### config.mk
export PLATFORM = sky130hd
export DESIGN_NAME = laser_tx_framer_flat
export DESIGN_NICKNAME = d
export VERILOG_FILES = /design/src/rtl/laser_tx_framer_pkg.sv /design/src/rtl/laser_tx_framer_if.sv /design/src/rtl/laser_tx_framer_bit_tick_detect.sv /design/src/rtl/laser_tx_framer.sv /design/src/flat_wrapper.sv
export SDC_FILE = /design/constraint.sdc
export NUM_CORES = 1
export LEC_CHECK = 0
export CAP_MARGIN = 15
export CORE_MARGIN = 2
export CORE_UTILIZATION = 57
export CTS_CLUSTER_SIZE = 28
export DETAILED_ROUTE_END_ITERATION = 10
export PLACE_DENSITY_LB_ADDON = 0.12
export SLEW_MARGIN = 20
export SYNTH_ARGS = -nofsm -noshare
export SYNTH_HDL_FRONTEND = slang
export SYNTH_SLANG_ARGS = --single-unit
### constraint.sdc
create_clock -name CLOCK_50 -period 5.32 [get_ports CLOCK_50]
set_clock_uncertainty 0.05 [all_clocks]
set_input_delay 1.33 -clock CLOCK_50 [delete_from_list [all_inputs] [get_ports CLOCK_50]]
set_output_delay 1.33 -clock CLOCK_50 [all_outputs]
set_load 0.02 [all_outputs]
### src/rtl/laser_tx_framer_pkg.sv
`timescale 1ns/1ps
`default_nettype none
// ============================================================================
// Module   : laser_pkg
// Brief    : Shared types and line-level constants for the laser TX framer.
// Revision : 1.0 - initial release
// ============================================================================
package laser_pkg;

    localparam logic [2:0] ST_IDLE     = 3'd0;
    localparam logic [2:0] ST_PREAMBLE = 3'd1;
    localparam logic [2:0] ST_START    = 3'd2;
    localparam logic [2:0] ST_DATA     = 3'd3;
    localparam logic [2:0] ST_PARITY   = 3'd4;
    localparam logic [2:0] ST_STOP     = 3'd5;

    typedef enum logic [2:0] {
        TX_IDLE     = ST_IDLE,
        TX_PREAMBLE = ST_PREAMBLE,
        TX_START    = ST_START,
        TX_DATA     = ST_DATA,
        TX_PARITY   = ST_PARITY,
        TX_STOP     = ST_STOP
    } tx_state_t;

    localparam logic LINE_IDLE      = 1'b1;
    localparam logic START_LVL      = 1'b0;
    localparam logic STOP_LVL       = 1'b1;
    localparam logic PREAMBLE_FIRST = 1'b0;

    // Counter must hold the longest per-state count (16 preamble bits or DATA_W).
    function automatic int cnt_width(input int data_w);
        return $clog2(((data_w > 16) ? data_w : 16) + 1);
    endfunction

endpackage
`default_nettype wire

### src/rtl/laser_tx_framer_if.sv
`timescale 1ns/1ps
`default_nettype none
// ============================================================================
// Module   : laser_tx_if
// Brief    : Byte valid/ready handshake into the laser TX framer.
// Revision : 1.0 - initial release
// ============================================================================
interface laser_tx_if #(
    parameter int DATA_W = 8
);
    logic [DATA_W-1:0] data_in;
    logic              data_valid;
    logic              data_ready;

    modport master (output data_in, output data_valid, input  data_ready);
    modport slave  (input  data_in, input  data_valid, output data_ready);
endinterface
`default_nettype wire

### src/rtl/laser_tx_framer_bit_tick_detect.sv
`timescale 1ns/1ps
`default_nettype none
// ============================================================================
// Module   : bit_tick_detect
// Brief    : Samples a synchronous bit-rate strobe and emits a one-cycle pulse
//            on each rising edge. Shared with the receive path.
// Revision : 1.0 - initial release
// ============================================================================
module bit_tick_detect (
    input  wire logic clk,
    input  wire logic rst_n,
    input  wire logic i_bit_clk,
    output logic      o_tick
);
    logic r_bc_q;
    logic r_bc_q2;

    always_ff @(posedge clk or negedge rst_n) begin
        if (!rst_n) begin
            r_bc_q  <= 1'b0;
            r_bc_q2 <= 1'b0;
        end else begin
            r_bc_q  <= i_bit_clk;
            r_bc_q2 <= r_bc_q;
        end
    end

    assign o_tick = r_bc_q & ~r_bc_q2;
endmodule
`default_nettype wire

### src/rtl/laser_tx_framer.sv
`timescale 1ns/1ps
`default_nettype none
// ============================================================================
// Module   : laser_tx_framer
// Brief    : Byte-to-NRZ framer: [preamble] start, data LSB-first, [parity],
//            stop bit(s). Parity stage built only with LASER_TX_PARITY_EN.
// Revision : 1.0 - initial release
// ============================================================================
module laser_tx_framer
    import laser_pkg::*;
#(
    parameter int DATA_W       = 8,
    parameter int STOP_BITS    = 1,
    parameter int PREAMBLE_LEN = 0
) (
    input  wire logic   CLOCK_50,
    input  wire logic   reset,
    input  wire logic   bit_clk,
    laser_tx_if.slave   s_tx,
    output logic        laser_out,
    output logic        div_en,
    output logic        tx_busy,
    output logic        frame_done
);
    localparam int CNT_W = cnt_width(DATA_W);
    localparam logic [CNT_W-1:0] C_PRE_LAST  = CNT_W'((PREAMBLE_LEN > 0) ? PREAMBLE_LEN - 1 : 0);
    localparam logic [CNT_W-1:0] C_DATA_LAST = CNT_W'(DATA_W - 1);
    localparam logic [CNT_W-1:0] C_STOP_END  = CNT_W'(STOP_BITS);

    tx_state_t         r_state;
    logic [CNT_W-1:0]  r_cnt;
    logic [DATA_W-1:0] r_shift;
    logic              r_line;
    logic              r_ready;
    logic              r_div_en;
    logic              r_busy;
    logic              r_done;
    logic              w_tick;
`ifdef LASER_TX_PARITY_EN
    logic              r_par;
`endif

    bit_tick_detect u_tick (
        .clk       (CLOCK_50),
        .rst_n     (reset),
        .i_bit_clk (bit_clk),
        .o_tick    (w_tick)
    );

    always_ff @(posedge CLOCK_50 or negedge reset) begin
        if (!reset) begin
            r_state  <= TX_IDLE;
            r_cnt    <= '0;
            r_shift  <= '0;
            r_line   <= LINE_IDLE;
            r_ready  <= 1'b1;
            r_div_en <= 1'b0;
            r_busy   <= 1'b0;
            r_done   <= 1'b0;
`ifdef LASER_TX_PARITY_EN
            r_par    <= 1'b0;
`endif
        end else begin
            r_done <= 1'b0;
            case (r_state)
                TX_IDLE: begin
                    r_line <= LINE_IDLE;
                    // Ticks are ignored here, including one landing on the accept cycle.
                    if (s_tx.data_valid && r_ready) begin
                        r_shift  <= s_tx.data_in;
                        r_busy   <= 1'b1;
                        r_div_en <= 1'b1;
                        r_ready  <= 1'b0;
                        r_cnt    <= '0;
`ifdef LASER_TX_PARITY_EN
                        r_par    <= 1'b0;
`endif
                        if (PREAMBLE_LEN > 0) r_state <= TX_PREAMBLE;
                        else                  r_state <= TX_START;
                    end
                end
                TX_PREAMBLE: if (w_tick) begin
                    r_line <= PREAMBLE_FIRST ^ r_cnt[0];
                    if (r_cnt == C_PRE_LAST) begin
                        r_cnt   <= '0;
                        r_state <= TX_START;
                    end else begin
                        r_cnt <= r_cnt + 1'b1;
                    end
                end
                TX_START: if (w_tick) begin
                    r_line  <= START_LVL;
                    r_cnt   <= '0;
                    r_state <= TX_DATA;
                end
                TX_DATA: if (w_tick) begin
                    r_line  <= r_shift[0];
                    r_shift <= {1'b0, r_shift[DATA_W-1:1]};
`ifdef LASER_TX_PARITY_EN
                    r_par   <= r_par ^ r_shift[0];
`endif
                    if (r_cnt == C_DATA_LAST) begin
                        r_cnt <= '0;
`ifdef LASER_TX_PARITY_EN
                        r_state <= TX_PARITY;
`else
                        r_state <= TX_STOP;
`endif
                    end else begin
                        r_cnt <= r_cnt + 1'b1;
                    end
                end
`ifdef LASER_TX_PARITY_EN
                TX_PARITY: if (w_tick) begin
                    r_line  <= r_par;
                    r_cnt   <= '0;
                    r_state <= TX_STOP;
                end
`endif
                TX_STOP: if (w_tick) begin
                    // The tick after the last stop bit closes the frame.
                    if (r_cnt == C_STOP_END) begin
                        r_line   <= LINE_IDLE;
                        r_cnt    <= '0;
                        r_state  <= TX_IDLE;
                        r_done   <= 1'b1;
                        r_busy   <= 1'b0;
                        r_div_en <= 1'b0;
                        r_ready  <= 1'b1;
                    end else begin
                        r_line <= STOP_LVL;
                        r_cnt  <= r_cnt + 1'b1;
                    end
                end
                default: begin
                    r_line   <= LINE_IDLE;
                    r_cnt    <= '0;
                    r_state  <= TX_IDLE;
                    r_busy   <= 1'b0;
                    r_div_en <= 1'b0;
                    r_ready  <= 1'b1;
                end
            endcase
        end
    end

    assign s_tx.data_ready = r_ready;
    assign laser_out       = r_line;
    assign div_en          = r_div_en;
    assign tx_busy         = r_busy;
    assign frame_done      = r_done;
endmodule
`default_nettype wire

### src/flat_wrapper.sv
// flat-port wrapper written by rule: the top's interface ports become plain ports
module laser_tx_framer_flat import laser_pkg::*;
#(
    parameter int DATA_W       = 8,
    parameter int STOP_BITS    = 1,
    parameter int PREAMBLE_LEN = 0
)
  (CLOCK_50, reset, bit_clk, laser_out, div_en, tx_busy, frame_done, s_tx_data_in, s_tx_data_valid, s_tx_data_ready);
  laser_tx_if #(.DATA_W(DATA_W)) s_tx_i ();
  input  wire logic CLOCK_50;
  input  wire logic reset;
  input  wire logic bit_clk;
  output logic laser_out;
  output logic div_en;
  output logic tx_busy;
  output logic frame_done;
  input wire logic [$bits(s_tx_i.data_in)-1:0] s_tx_data_in;
  input wire logic [$bits(s_tx_i.data_valid)-1:0] s_tx_data_valid;
  output wire logic [$bits(s_tx_i.data_ready)-1:0] s_tx_data_ready;
  assign s_tx_i.data_in = s_tx_data_in;
  assign s_tx_i.data_valid = s_tx_data_valid;
  assign s_tx_data_ready = s_tx_i.data_ready;
  laser_tx_framer #(.DATA_W(DATA_W), .STOP_BITS(STOP_BITS), .PREAMBLE_LEN(PREAMBLE_LEN)) u_core (.CLOCK_50(CLOCK_50), .reset(reset), .bit_clk(bit_clk), .s_tx(s_tx_i), .laser_out(laser_out), .div_en(div_en), .tx_busy(tx_busy), .frame_done(frame_done));
endmodule
# Word level (Yosys, flattened, before mapping)
# Cells that the tools add are included.
word_totals:
  reg_bits: 22
  inputBits: 12
  output_inout_bits: 5
  wordCells: 74
op_classes:
  add_sub_neg: 1
  n_eq_ne: 14
  n_mux: 37
  bitwise_logic: 3
  n_reduce_logical: 10
ops:
  columns: ["op", "n"]
  rows:
  - ["$mux W5", 8]
  - ["$pmux W5 S5", 1]
  - ["$mux W3", 8]
  - ["$mux W8", 2]
  - ["$pmux W8 S2", 1]
  - ["$pmux W3 S5", 1]
  - ["$mux W1", 13]
  - ["$ne A2 B1 Y1 const B", 4]
  - ["$ne A2 B2 Y1 const B", 4]
  - ["$reduce_and A4 Y1", 2]
  - ["$reduce_and A8 Y1", 1]
  - ["$eq A3 B2 Y1 const B", 2]
  - ["$pmux W1 S3", 2]
  - ["$add A5 B1 Y5 const B", 1]
  - ["$eq A5 B1 Y1 const B", 1]
  - ["$eq A5 B3 Y1 const B", 1]
  - ["$logic_not A5 Y1", 1]
  - ["$reduce_and A5 Y1", 1]
  - ["$pmux W1 S4", 1]
  - ["$eq A3 B1 Y1 const B", 1]
  - ["$eq A3 B3 Y1 const B", 1]
  - ["$logic_not A3 Y1", 1]
  - ["$reduce_and A3 Y1", 1]
  - ["$reduce_or A3 Y1", 1]
  - ["other kinds (4)", 5]

# Logic depth before layout (Yosys ltp)
logic_depth:
  word_depth: 4
  depth_mapped: 7
  ltp_nobuf: 7

# Cells and area by module
# A second synthesis with hierarchy kept.
unflattened:
  cells_unflattened: 122
  hier_area_um2: 1281.2
modules_own_cells:
  columns: ["mod", "n_inst", "cells_per_inst", "area_each_um2", "seq_area_each_um2"]
  rows:
  - ["laser_tx_framer", 1, 119, 1217.4, 503.0]
  - ["bit_tick_detect", 1, 3, 63.8, 50.0]

# Least setup slack after synthesis
# Ideal clock, no wire load.
synth_timing:
  path_kind: "in2reg"
  from: "in s_tx_data_valid"
  to: "reg u_core.r_state[1]"
  setup_time_ps: 125
  arrival_ps: 2122
  required_ps: 5145
  path_slack_ps: 3023
  stages: 5
  path_buffers: 0
  cell_sequence: "nand2_1 -> a22oi_1 -> o21a_1 -> nand2_2 -> mux2_4"
synth_via:
  elab_chain_len: 3
synth_rtl:
  columns: ["element", "line", "text"]
  rows:
  - ["start: declaration", "flat_wrapper.sv:18", "input wire logic [$bits(s_tx_i.data_valid)-1:0] s_tx_data_valid;"]
  - ["$logic_and A1 B1 Y1", "laser_tx_framer.sv:69", "if (s_tx.data_valid && r_ready) begin"]
  - ["$ne A2 B1 Y1 (no source line)", null, null]
  - ["$reduce_and A8 Y1 (no source line)", null, null]
  - ["end signal: assignment", "laser_tx_framer.sv:78", "if (PREAMBLE_LEN > 0) r_state <= TX_PREAMBLE;"]
  - ["end signal: assignment", "laser_tx_framer.sv:79", "else r_state <= TX_START;"]
  - ["end signal: assignment", "laser_tx_framer.sv:86", "r_state <= TX_START;"]
  - ["end: declaration", "laser_tx_framer.sv:30", "tx_state_t r_state;"]
# Every way passes these cells.
# A chain may end at the register's enable or synchronous reset.

# Worst setup path after layout
layout_timing:
  from: "reg u_core.r_ready (netlist: u_core.s_tx.data_ready)"
  to: "out s_tx_data_ready"
layout_rtl:
  columns: ["element", "line", "text"]
  rows:
  - ["start: declaration", "laser_tx_framer.sv:34", "logic r_ready;"]
  - ["start signal: assignment", "laser_tx_framer.sv:56", "r_ready <= 1'b1;"]
  - ["start signal: assignment", "laser_tx_framer.sv:73", "r_ready <= 1'b0;"]
  - ["start signal: assignment", "laser_tx_framer.sv:129", "r_ready <= 1'b1;"]
  - ["end: declaration", "flat_wrapper.sv:19", "output wire logic [$bits(s_tx_i.data_ready)-1:0] s_tx_data_ready;"]
# No word-level cell between the ends.

==> summary by stage <==
Layout
The repair_antennas step left the layout with diodes totalling 0. The library cells used most frequently in the layout, excluding fill and tap cells, are sky130_fd_sc_hd__dfrtp_1, sky130_fd_sc_hd__clkdlybuf4s50_1, sky130_fd_sc_hd__nor2_1. The number of standard cells in the layout, taps in and fillers out is 163. The leading cell type in the layout, fill and taps excluded is sky130_fd_sc_hd__dfrtp_1. The ratio of cells with drive above 1 in the final layout is 0.0956. Measured on the finished design, the core utilization comes to 0.696.

The number of nets at the end of the flow is 152. From synthesis to final layout, the design area changed by 15.6%. Counting the fill cells in the layout gives 172.

STA
The clock period could shrink to 2.89 ns. The part of the cycle the worst path needs is 0.543. The final-report hold violation count was 0. The total count of max-transition violations in the final report is 0.

The setup TNS is 0 ns. The post-layout worst setup margin is 2.43 ns. Timing would allow up to 346 MHz. Setup repair after global routing left no endpoint under its margin. The total setup violations reported at the end of the flow is 0. The transition time of the tightest slew-check pin is 0.589 ns. On the final layout, the worst hold slack is 0.369 ns. Headroom to the max-slew limit came out at 0.607.

Synth
Synthesis produced 122 cells. The fraction of registers with async set/reset is 1.00. The sequential share of the synthesized area is 0.468. In this run, synthesis inferred 0 flip-flops with an integrated enable. When the netlist entered floorplanning its net count stood at 137. During synthesis, Yosys emitted a total of 0 warnings.

In this run the cell area of the synthesized design comes to 1180 um^2. The synthesized area divided by synthesized cell count is 9.68 um^2. For this run, the leading register cell type out of synthesis is sky130_fd_sc_hd__dfrtp_1. Synthesis inferred 22 register bits. The count of unique library cells instantiated by Yosys is 37.

Setup path
The standard cell with the maximum stage delay on the critical path is sky130_fd_sc_hd__clkdlybuf4s50_1. The worst setup path is of the flop to output pin kind. The signal on the critical path passes through clkdlybuf4s50_1. For the worst flop-to-flop path, the logic depth is 5. In this design, the stage delay of the slowest critical-path cell is 0.61 ns.

The top cell family by delay on the critical path is buffers and inverters. The critical path data required time is 3.94 ns. The arrival time at the worst endpoint is 1.51 ns.

The category of the worst setup path launch point is a flop. STA classifies the critical path endpoint as an output pin. In this run the number of cells on the critical path is 1. The maximum fanout encountered on the critical timing path is 5. The buffering stage count on the worst path with inverters included is 1.

Power and ir drop
The switching share of total power is 0.422. The total leakage power is 0.000607 uW. The cell internal power dissipation is 432 uW. The analysis attributes to net switching a power of 315 uW. Of the total power, combinational logic draws 0.466.

The total power density per cell area is 548 nW/um^2. VDD sags by at most 0.268 mV. The sequential share of power is 0.409.

Of the total power, the clock network draws 0.125.

Global routing
The number of antenna violations at the first check in global routing was 0. For this run the aggregate overflow at the end of global routing stands at 0. For this run, the total global-route usage over all layers was measured as 0.208. The wire length of the first global-routing pass is 3850 um. Entering global routing, the biggest net connects 23 pins. The number of global-route vias before repair was 865.

Drt
The detailed router finished its first iteration with 11 violations. The overall routed net length is 2140 um. The pre-antenna-repair detailed-routing pass consisted of 7 iterations.

The via density per instance is 5.67. For this block, the via count after detailed routing is 924. In the final routed layout, each cell accounts on average for 13.1 um. The count of nets left with antenna violations once routing finished came out at 0.

For this run, design rule violations remaining after detail routing come to 0.

Floorplanning
The core footprint is 1960 um^2. The die span in x is 49.5 um. The number of placement rows is 16. The die is 49.5 um tall. The floorplan step defined a die boundary enclosing 2450 um^2. The number of primary I/O pins is 17.

The effective utilization at floorplan is 0.602.

Place
Counting tap cells, the placed design contains a total of 159 instances. The final weighted congestion in routability-driven placement is 0.837. Before CTS, the worst setup slack after placement is 2.42 ns. The post-detailed-placement half-perimeter wirelength is 1530 um. In this run the tool buffered the top-level ports with 16 buffer cells.

Outcome
The flow ran to the end, and the final reports show no timing, DRC or antenna violations.

Clock tree
The number of cells upsized or downsized after cts is 0. The clock sink count is 22. The number of hold-repair buffers added at the cts stage is 0. The clock latency at the later pin of the worst-skew pair is 0.31 ns. The TritonCTS clock tree is done.

The tree is rooted in a sky130_fd_sc_hd__clkbuf_4. The number of setup buffers added after CTS is 0. The worst-case clock buffer depth is 2. The CTS buffer count is 3. After clock tree synthesis, the clock-pin slew on the worst setup and hold paths is 0.13 ns. The depth of the CTS H-tree is 1.

Hold path
The path class of the lowest-slack min-delay path is flop to flop. The number of cells traversed by the worst hold path is 0.

Flow run
The number of max-cap violations is 0.
state kept, by name, indices dropped and copies added, names as in the netlist:
signal,flops
u_core.r_shift,8
u_core.div_en,1
u_core.frame_done,1
u_core.s_tx.data_ready,1
u_core.r_state,3
u_core.laser_out,1
u_core.u_tick.r_bc_q,1
u_core.u_tick.r_bc_q2,1
u_core.r_cnt,5
synth_stat cells, types with 3 or more instances:
| cell type | count | area (um^2) |
|---|---|---|
| sky130_fd_sc_hd__nand2_1 | 12 | 45.0 |
| sky130_fd_sc_hd__a31oi_1 | 3 | 18.8 |
| sky130_fd_sc_hd__dfrtp_1 | 20 | 500 |
| sky130_fd_sc_hd__a21oi_1 | 12 | 60.1 |
| sky130_fd_sc_hd__nand3_1 | 4 | 20.0 |
| sky130_fd_sc_hd__nor3_1 | 3 | 15.0 |
| sky130_fd_sc_hd__buf_2 | 3 | 15.0 |
| sky130_fd_sc_hd__o21ai_0 | 4 | 20.0 |
| sky130_fd_sc_hd__nor2_1 | 13 | 48.8 |
| sky130_fd_sc_hd__ha_1 | 3 | 37.5 |
| sky130_fd_sc_hd__mux2i_1 | 7 | 70.1 |
| sky130_fd_sc_hd__inv_1 | 7 | 26.3 |
logic make-up (layout without fill, tap and decap cells):
| family | count (synthesis) | count (layout) | synth area share |
|---|---|---|---|
| AND/OR/NAND/NOR | 42 | 42 | 0.173 |
| multiplexers | 8 | 8 | 0.0720 |
| buffers and inverters | 13 | 27 | 0.0572 |
| AO/OA/AOI/OAI | 34 | 34 | 0.198 |
| adder cells (fa/ha/maj) | 3 | 3 | 0.0318 |
| flip-flops | 22 | 22 | 0.468 |
power groups by stage:
stage / Combinational, uW / Clock (uW) / Sequential [uW]
2_1_floorplan: 299 / 0 / 283
3_3_place_gp: 340 / 0 / 304
3_5_place_dp: 348 / 0 / 309
4_1_cts: 351 / 95.8 / 305
5_1_grt: 390 / 102 / 316
6_report: 348 / 93.7 / 305
final cells by class:
type                       count  area (um^2)  area share
multi-input combinational     87          561       0.411
sequential                    22          553       0.405
inverter                       7         26.3      0.0192
tap                           27         33.8      0.0247
clock buffer                   4         36.3      0.0266
timing repair buffer          16          155       0.114
routing by layer:
layer	share of wire	vias up	track usage
met5	0	-	0
met2	0.48	14	0.336
met1	0.48	443	0.280
li1	-	463	-
met4	0.016	0	0.0972
met3	0.028	4	0.0273
worst paths after layout:
check,slack [ns],end,startpoint
max,2.43,s_tx_data_ready,u_core.s_tx.data_ready
min,0.37,u_core.u_tick.r_bc_q2,u_core.u_tick.r_bc_q
max reg2reg,3.08,u_core.r_state[1],u_core.r_state[2]
min reg2reg,0.37,u_core.u_tick.r_bc_q2,u_core.u_tick.r_bc_q
max in group asynchronous,3.97,u_core.s_tx.data_ready,reset
min in group asynchronous,0.90,u_core.div_en,reset
metrics by stage:
step	area [um^2]	power [uW]
4_1_cts	1370	752
6_report	1370	747
5_1_grt	1370	809
2_1_floorplan	1180	582
3_3_place_gp	1330	644
3_5_place_dp	1330	657
Power figures use the tool's default switching activity.
